<file path="src/rtl/self_test_pkg.sv">
// Shared types and frame geometry for the stacked-die enumeration engine.
package self_test_pkg;

    typedef enum logic [2:0] {
        IDLE,
        RX_WAIT,
        TX_LOAD,
        TX,
        ACK_WAIT,
        DONE,
        FAIL
    } state_t;

    localparam logic [3:0]  HDR_DEFAULT  = 4'hA;
    localparam logic [15:0] SYNC_DEFAULT = 16'hBEEF;
    localparam int          SYNC_W       = 16;
    localparam int          HDR_W        = 4;

    // Frame, MSB to LSB: {hdr, power, own_id, next_id, sync}
    function automatic int next_id_lsb();
        return SYNC_W;
    endfunction

    function automatic int own_id_lsb(input int id_w);
        return SYNC_W + id_w;
    endfunction

    function automatic int pwr_lsb(input int id_w);
        return SYNC_W + 2 * id_w;
    endfunction

    function automatic int frame_width(input int id_w, input int pwr_w);
        return HDR_W + pwr_w + 2 * id_w + SYNC_W;
    endfunction

endpackage

</file>
<file path="src/rtl/self_test_frame_codec.sv">
// Combinational frame packer for the beacon and field extractor for received frames.
module self_test_frame_codec
    import self_test_pkg::*;
#(
    parameter int          ID_W   = 4,
    parameter int          PWR_W  = 4,
    parameter logic [3:0]  HDR    = HDR_DEFAULT,
    parameter logic [15:0] SYNC   = SYNC_DEFAULT,
    parameter int          DATA_W = frame_width(ID_W, PWR_W)
) (
    input  logic [PWR_W-1:0]  i_pwr,
    input  logic [ID_W-1:0]   i_own_id,
    input  logic [ID_W-1:0]   i_next_id,
    input  logic [DATA_W-1:0] i_data_in,
    output logic [DATA_W-1:0] o_frame,
    output logic              o_rx_sync_ok,
    output logic [ID_W-1:0]   o_rx_own_id,
    output logic [ID_W-1:0]   o_rx_next_id
);

    localparam int NEXT_LSB = next_id_lsb();
    localparam int OWN_LSB  = own_id_lsb(ID_W);
    localparam int PWR_LSB  = pwr_lsb(ID_W);

    // Header and power of a received frame carry no meaning for this layer.
    logic w_unused_fields;

    assign o_frame         = {HDR, i_pwr, i_own_id, i_next_id, SYNC};
    assign o_rx_sync_ok    = (i_data_in[SYNC_W-1:0] == SYNC);
    assign o_rx_own_id     = i_data_in[OWN_LSB +: ID_W];
    assign o_rx_next_id    = i_data_in[NEXT_LSB +: ID_W];
    assign w_unused_fields = &i_data_in[DATA_W-1:PWR_LSB];

endmodule

</file>
<file path="src/rtl/self_test_enum.sv">
// Per-layer chip-ID enumeration: learn/assign ID, beacon next ID upward with rising drive power.
module self_test_enum
    import self_test_pkg::*;
#(
    parameter int          ID_W     = 4,
    parameter int          PWR_W    = 4,
    parameter logic [3:0]  HDR      = HDR_DEFAULT,
    parameter logic [15:0] SYNC     = SYNC_DEFAULT,
    parameter int          TIMEOUT  = 20,
    parameter int          PWR_STEP = 1
) (
    input  logic                          div_8_clk,
    input  logic                          rst,
    input  logic                          f_layer,
    input  logic                          start,
    input  logic                          rx_valid,
    input  logic [20+PWR_W+2*ID_W-1:0]    data_in,
    input  logic                          tx_ready,
    output logic                          tx_valid,
    output logic [20+PWR_W+2*ID_W-1:0]    data_out,
    output logic [ID_W-1:0]               chip_id,
    output logic [PWR_W-1:0]              power_value,
    output logic                          sort_finish,
    output logic                          last_layer,
    output logic                          fail
);

    localparam int                DATA_W   = frame_width(ID_W, PWR_W);
    localparam int                CNT_W    = $clog2(TIMEOUT);
    localparam logic [CNT_W-1:0]  CNT_LAST = CNT_W'(TIMEOUT - 1);
    localparam logic [PWR_W-1:0]  PWR_MAX  = '1;

    state_t              r_state;
    logic                r_tx_valid;
    logic [DATA_W-1:0]   r_data_out;
    logic [ID_W-1:0]     r_chip_id;
    logic [PWR_W-1:0]    r_power;
    logic                r_last_layer;
    logic [CNT_W-1:0]    r_cnt;

    state_t              w_state_nxt;
    logic                w_tx_valid_nxt;
    logic [DATA_W-1:0]   w_data_out_nxt;
    logic [ID_W-1:0]     w_chip_id_nxt;
    logic [PWR_W-1:0]    w_power_nxt;
    logic                w_last_layer_nxt;
    logic [CNT_W-1:0]    w_cnt_nxt;

    logic [PWR_W:0]      w_pwr_sum;
    logic [PWR_W-1:0]    w_pwr_inc;
    logic [ID_W-1:0]     w_id_plus1;
    logic [DATA_W-1:0]   w_frame;
    logic                w_sync_ok;
    logic [ID_W-1:0]     w_rx_own_id;
    logic [ID_W-1:0]     w_rx_next_id;
    logic                w_rx_frame;
    logic                w_ack;

    // One bit of headroom so the saturation clamp sees the carry.
    assign w_pwr_sum  = {1'b0, r_power} + (PWR_W + 1)'(PWR_STEP);
    assign w_pwr_inc  = (w_pwr_sum > {1'b0, PWR_MAX}) ? PWR_MAX : w_pwr_sum[PWR_W-1:0];
    assign w_id_plus1 = r_chip_id + ID_W'(1);
    assign w_rx_frame = rx_valid && w_sync_ok;
    assign w_ack      = w_rx_frame && (w_rx_own_id == w_id_plus1);

    self_test_frame_codec #(
        .ID_W   (ID_W),
        .PWR_W  (PWR_W),
        .HDR    (HDR),
        .SYNC   (SYNC),
        .DATA_W (DATA_W)
    ) u_codec (
        .i_pwr        (w_pwr_inc),
        .i_own_id     (r_chip_id),
        .i_next_id    (w_id_plus1),
        .i_data_in    (data_in),
        .o_frame      (w_frame),
        .o_rx_sync_ok (w_sync_ok),
        .o_rx_own_id  (w_rx_own_id),
        .o_rx_next_id (w_rx_next_id)
    );

    always_ff @(posedge div_8_clk or posedge rst) begin
        if (rst) begin
            r_state      <= IDLE;
            r_tx_valid   <= 1'b0;
            r_data_out   <= '0;
            r_chip_id    <= '0;
            r_power      <= '0;
            r_last_layer <= 1'b0;
            r_cnt        <= '0;
        end else begin
            r_state      <= w_state_nxt;
            r_tx_valid   <= w_tx_valid_nxt;
            r_data_out   <= w_data_out_nxt;
            r_chip_id    <= w_chip_id_nxt;
            r_power      <= w_power_nxt;
            r_last_layer <= w_last_layer_nxt;
            r_cnt        <= w_cnt_nxt;
        end
    end

    always_comb begin
        w_state_nxt      = r_state;
        w_tx_valid_nxt   = r_tx_valid;
        w_data_out_nxt   = r_data_out;
        w_chip_id_nxt    = r_chip_id;
        w_power_nxt      = r_power;
        w_last_layer_nxt = r_last_layer;
        w_cnt_nxt        = r_cnt;
        case (r_state)
            IDLE: begin
                if (start) begin
                    if (f_layer) begin
                        w_chip_id_nxt = ID_W'(1);
                        w_state_nxt   = TX_LOAD;
                    end else begin
                        w_state_nxt   = RX_WAIT;
                    end
                end
            end
            RX_WAIT: begin
                if (w_rx_frame) begin
                    w_chip_id_nxt = w_rx_next_id;
                    w_state_nxt   = ((w_rx_next_id == '0) || (w_rx_next_id == '1)) ? FAIL : TX_LOAD;
                end
            end
            TX_LOAD: begin
                w_power_nxt    = w_pwr_inc;
                w_data_out_nxt = w_frame;
                w_tx_valid_nxt = 1'b1;
                w_cnt_nxt      = '0;
                w_state_nxt    = TX;
            end
            TX: begin
                if (tx_ready) begin
                    w_tx_valid_nxt = 1'b0;
                    w_data_out_nxt = '0;
                    w_cnt_nxt      = '0;
                    w_state_nxt    = ACK_WAIT;
                end else if (r_cnt == CNT_LAST) begin
                    // Link stalled: withdraw the frame rather than leave it dangling.
                    w_tx_valid_nxt = 1'b0;
                    w_data_out_nxt = '0;
                    w_state_nxt    = FAIL;
                end else begin
                    w_cnt_nxt      = r_cnt + CNT_W'(1);
                end
            end
            ACK_WAIT: begin
                w_cnt_nxt = r_cnt + CNT_W'(1);
                if (w_ack) begin
                    w_state_nxt = DONE;
                end else if (r_cnt == CNT_LAST) begin
                    if (r_power == PWR_MAX) begin
                        w_last_layer_nxt = 1'b1;
                        w_state_nxt      = DONE;
                    end else begin
                        w_state_nxt      = TX_LOAD;
                    end
                end
            end
            default: begin
                w_state_nxt = r_state;
            end
        endcase
    end

    assign tx_valid    = r_tx_valid;
    assign data_out    = r_data_out;
    assign chip_id     = r_chip_id;
    assign power_value = r_power;
    assign last_layer  = r_last_layer;
    assign sort_finish = (r_state == DONE);
    assign fail        = (r_state == FAIL);

endmodule

</file>
<file path="config.mk">
export PLATFORM = sky130hd
export DESIGN_NAME = self_test_enum
export DESIGN_NICKNAME = d
export VERILOG_FILES = /design/src/rtl/self_test_pkg.sv /design/src/rtl/self_test_frame_codec.sv /design/src/rtl/self_test_enum.sv
export SDC_FILE = /design/constraint.sdc
export NUM_CORES = 1
export LEC_CHECK = 0
export ABC_AREA = 1
export CORE_ASPECT_RATIO = 2
export CORE_MARGIN = 5
export CORE_UTILIZATION = 38
export CTS_CLUSTER_SIZE = 16
export DETAILED_ROUTE_END_ITERATION = 7
export GPL_ROUTABILITY_DRIVEN = 0
export PLACE_DENSITY = 0.76
export SKIP_CTS_REPAIR_TIMING = 1
export SLEW_MARGIN = 40
export SYNTH_ARGS = -nofsm -noshare
export SYNTH_HDL_FRONTEND = slang
export SYNTH_SLANG_ARGS = --single-unit
</file>
<file path="constraint.sdc">
create_clock -name div_8_clk -period 1.65 [get_ports div_8_clk]
set_clock_uncertainty 0.1 [all_clocks]
set_input_delay 0.4125 -clock div_8_clk [delete_from_list [all_inputs] [get_ports div_8_clk]]
set_output_delay 0.4125 -clock div_8_clk [all_outputs]
set_load 0.02 [all_outputs]
</file>
==> results.toml <==
[cells_and_area]
n_antenna_cell = 0
syn_to_final_growth_pct = 66.42
nFillCells = 389
drive_above_1_share_pct = 28.28
fin_nets = 384

[grt]
grt_pass1_wl_um = 8411
antenna_found_initial = 0
track_usage_pct = 16.83
grt_pass1_vias = 2011
grt_overflow = 0
grt_max_degree = 31

[logic_synthesis]
ys_ff_latch = 30
syn_avg_cell_area_um2 = 7.453
ys.warnings.count = 0
seq_area_frac_synth_pct = 39.66
ys_types = 29
postSynthCellCount = 254
syn-cell-area_um2 = 1893

[setup_path]
crit_slowest_cell = "dfrtp_2"
cp_cell_sequence = "ha_4 -> xnor2_2 -> nand2_2 -> nor2_4 -> nand3_4 -> nand3_4 -> nand2_4 -> nor2_4 -> nand2_2 -> nand2_2"
crit_end = "r_state[0]"
cp_common_cell = "nand2_2"
rr_worst_depth = 10
cp.depth = 10
cp_max_fo = 5
r2r_slack_ns = -0.05
path_delay_family = "simple AND/OR/NAND/NOR gates"
path_buf_inv = 0
r2r_end = "r_state[0]"
startpoint_type = "flip-flop"
critPathArrivalTime_ns = 1.82
worstPathRequired_ns = 1.77
slowest_delay_ns = 0.43
startpoint = "chip_id[0]"
crit_type = "flip-flop to flip-flop"
r2r-start = "chip_id[0]"
crit_path_end_kind = "flip-flop"

[clocking]
cts.path.max_buffers = 2
htreeDepth = 2
clkLatencyLatePin_ns = 0.28
cts_buffers = 5
clk_pin_slew_ns = 0.07
cts_tree = "done"
clock-sinks = 30
cts_root_buf = "clkbuf_8"

[sta]
slew_violations = 0
finalSetupViolCount = 5
fmax_ghz = 0.5897
hold_violations = 0
fin_ws_ns = -0.04568
fin_crit_ns = 1.696
rsz0062_at_grt = "yes"
post-route-period-util_pct = 102.8

[pwr]
power_density_nw_per_um2 = 1793
leakagePower_uw = 0.001958
p_total_uw = 5649
vdd_ir_drop_max_v = 0.001127

[detailed_routing]
drt_wl_total_um = 5779
dr.pass1.iters = 4
drc_errors = 0
num_vias = 1979
wl_per_cell_um = 14.45
drt_iter0_drc = 61
via_per_inst = 4.948
ant_nets = 0

[floorplan]
start_util_pct = 38.91
die_x_um = 59.91
fp.dieH_um = 109.8
io_pins = 82
num_rows = 36
core_area_um2 = 4865
die_area_um2 = 6579

[outcome]
status = "finished with violations"
violations = "negative setup slack"

[placement]
port_buffers = 68
hpwlAfterDp_um = 4114
pre_cts_slack_ns = -0.4652

[min_path]
hold_path.class = "input port to async pin"

[flow_run]
maxCapViolCount = 0
==> layout make-up <==
class                   instances  area, um^2  share of cell area, %
clock buffers                   6       82.58                  2.621
clock inverters                 2       12.51                 0.3971
inverters                      41       153.9                  4.885
multi-input cells             164        1027                  32.61
flip-flops and latches         30       755.7                  23.99
well taps                      57       71.32                  2.264
repair buffers                100        1047                  33.24
==> logic make-up (layout without fill, tap and decap cells) <==
| family | count (synthesis) | in the layout | synth area share (%) |
|---|---|---|---|
| flops | 30 | 30 | 39.66 |
| other cells | 1 | 5 | 0.1981 |
| fa+ha+maj | 4 | 4 | 2.644 |
| simple gates | 116 | 116 | 28.29 |
| xor+xnor | 4 | 4 | 1.851 |
| buf+inv | 64 | 149 | 16.85 |
| compound gates | 35 | 35 | 10.51 |
==> sequential cells by signal, summed over array words and instances, names as in the netlist <==
name         flops
r_cnt            5
chip_id          4
data_out        13
r_state          3
last_layer       1
power_value      4
==> report_power, final <==
part | total (uW) | switching (uW) | internal, uW
clock network | 612 | 277 | 335
registers | 1240 | 211 | 1030
logic | 3800 | 2140 | 1660
==> worst min-delay path, stage by stage <==
cell and delay, ns:
clkdlybuf4s50_1 0.39, inv_1 0.10, buf_12 0.21
==> metal layers <==
layer | wire, um | vias up | part of all wire [%] | track usage, %
met1 | 1848 | 930 | 32 | 15.25
met4 | 197 | 0 | 3.4 | 9.192
li1 | - | 960 | - | -
met3 | 300 | 15 | 5.2 | 2.350
met5 | 0 | - | 0 | 0
met2 | 3431 | 74 | 59 | 33.20
==> metrics by stage <==
stage               hold slack [ns]  utilization, %  cell area [um^2]  std cells  setup TNS (ns)
floorplan                    0.4032               -              1923        258        -0.05403
global placement             0.3745           56.33              2740        389          -3.786
detailed placement           0.3612           56.33              2740        389          -4.508
CTS                          0.3748           58.28              2835        397          -8.742
global route                 0.3946           64.76              3151        400          -1.065
finish                       0.3682           64.76              3151        400         -0.1686
==> Yosys cell counts <==
library cell	number	area, um^2
inv_1	37	138.9
nand3_4	1	17.52
nand4_1	3	18.77
xnor2_1	2	17.52
buf_4	20	150.1
a31o_2	2	17.52
nor4_1	1	6.260
conb_1	1	3.750
nor2_1	15	56.30
dfrtp_1	30	750.7
nand2_1	64	240.2
nor3_2	3	30.03
o21ai_1	1	5.000
buf_2	3	15.01
o22ai_1	4	25.02
nand3b_1	1	7.510
a21oi_1	6	30.03
nor2_2	3	18.77
ha_1	4	50.05
o21ai_2	2	17.52
nor2_4	2	22.52
a31oi_1	1	6.260
inv_2	4	15.01
xor2_1	2	17.52
o21ai_0	18	90.09
nand2_2	2	12.51
o211ai_1	1	7.510
nor3_1	5	25.02
nand3_1	16	80.08
==> cell usage in the layout, fill, tap and decap left out, types with 5 or more instances in the layout <==
cell type and n:
inv_2 7, buf_4 30, dlymetal6s2s_1 50, nor2_4 10
conb_1 5, inv_1 34, clkdlybuf4s50_1 15, nor2_1 7
nand2_2 9, dfrtp_1 26, o21ai_0 17, clkbuf_8 6
nand3_1 12, nand2_1 55
==> worst min path at each step <==
| stage | slack (ns) | end | depth (start not counted) | start |
|---|---|---|---|---|
| final | 0.37 | data_out[24] | 3 | rst |
| after global routing | 0.39 | r_cnt[2] | 3 | rst |
| after CTS | 0.37 | last_layer | 1 | last_layer |
| after detailed placement | 0.36 | last_layer | 1 | last_layer |
| after global placement | 0.37 | last_layer | 1 | last_layer |
| after floorplan | 0.40 | chip_id[2] | 1 | rst |
Note: power is estimated with default switching activity, not from simulation.
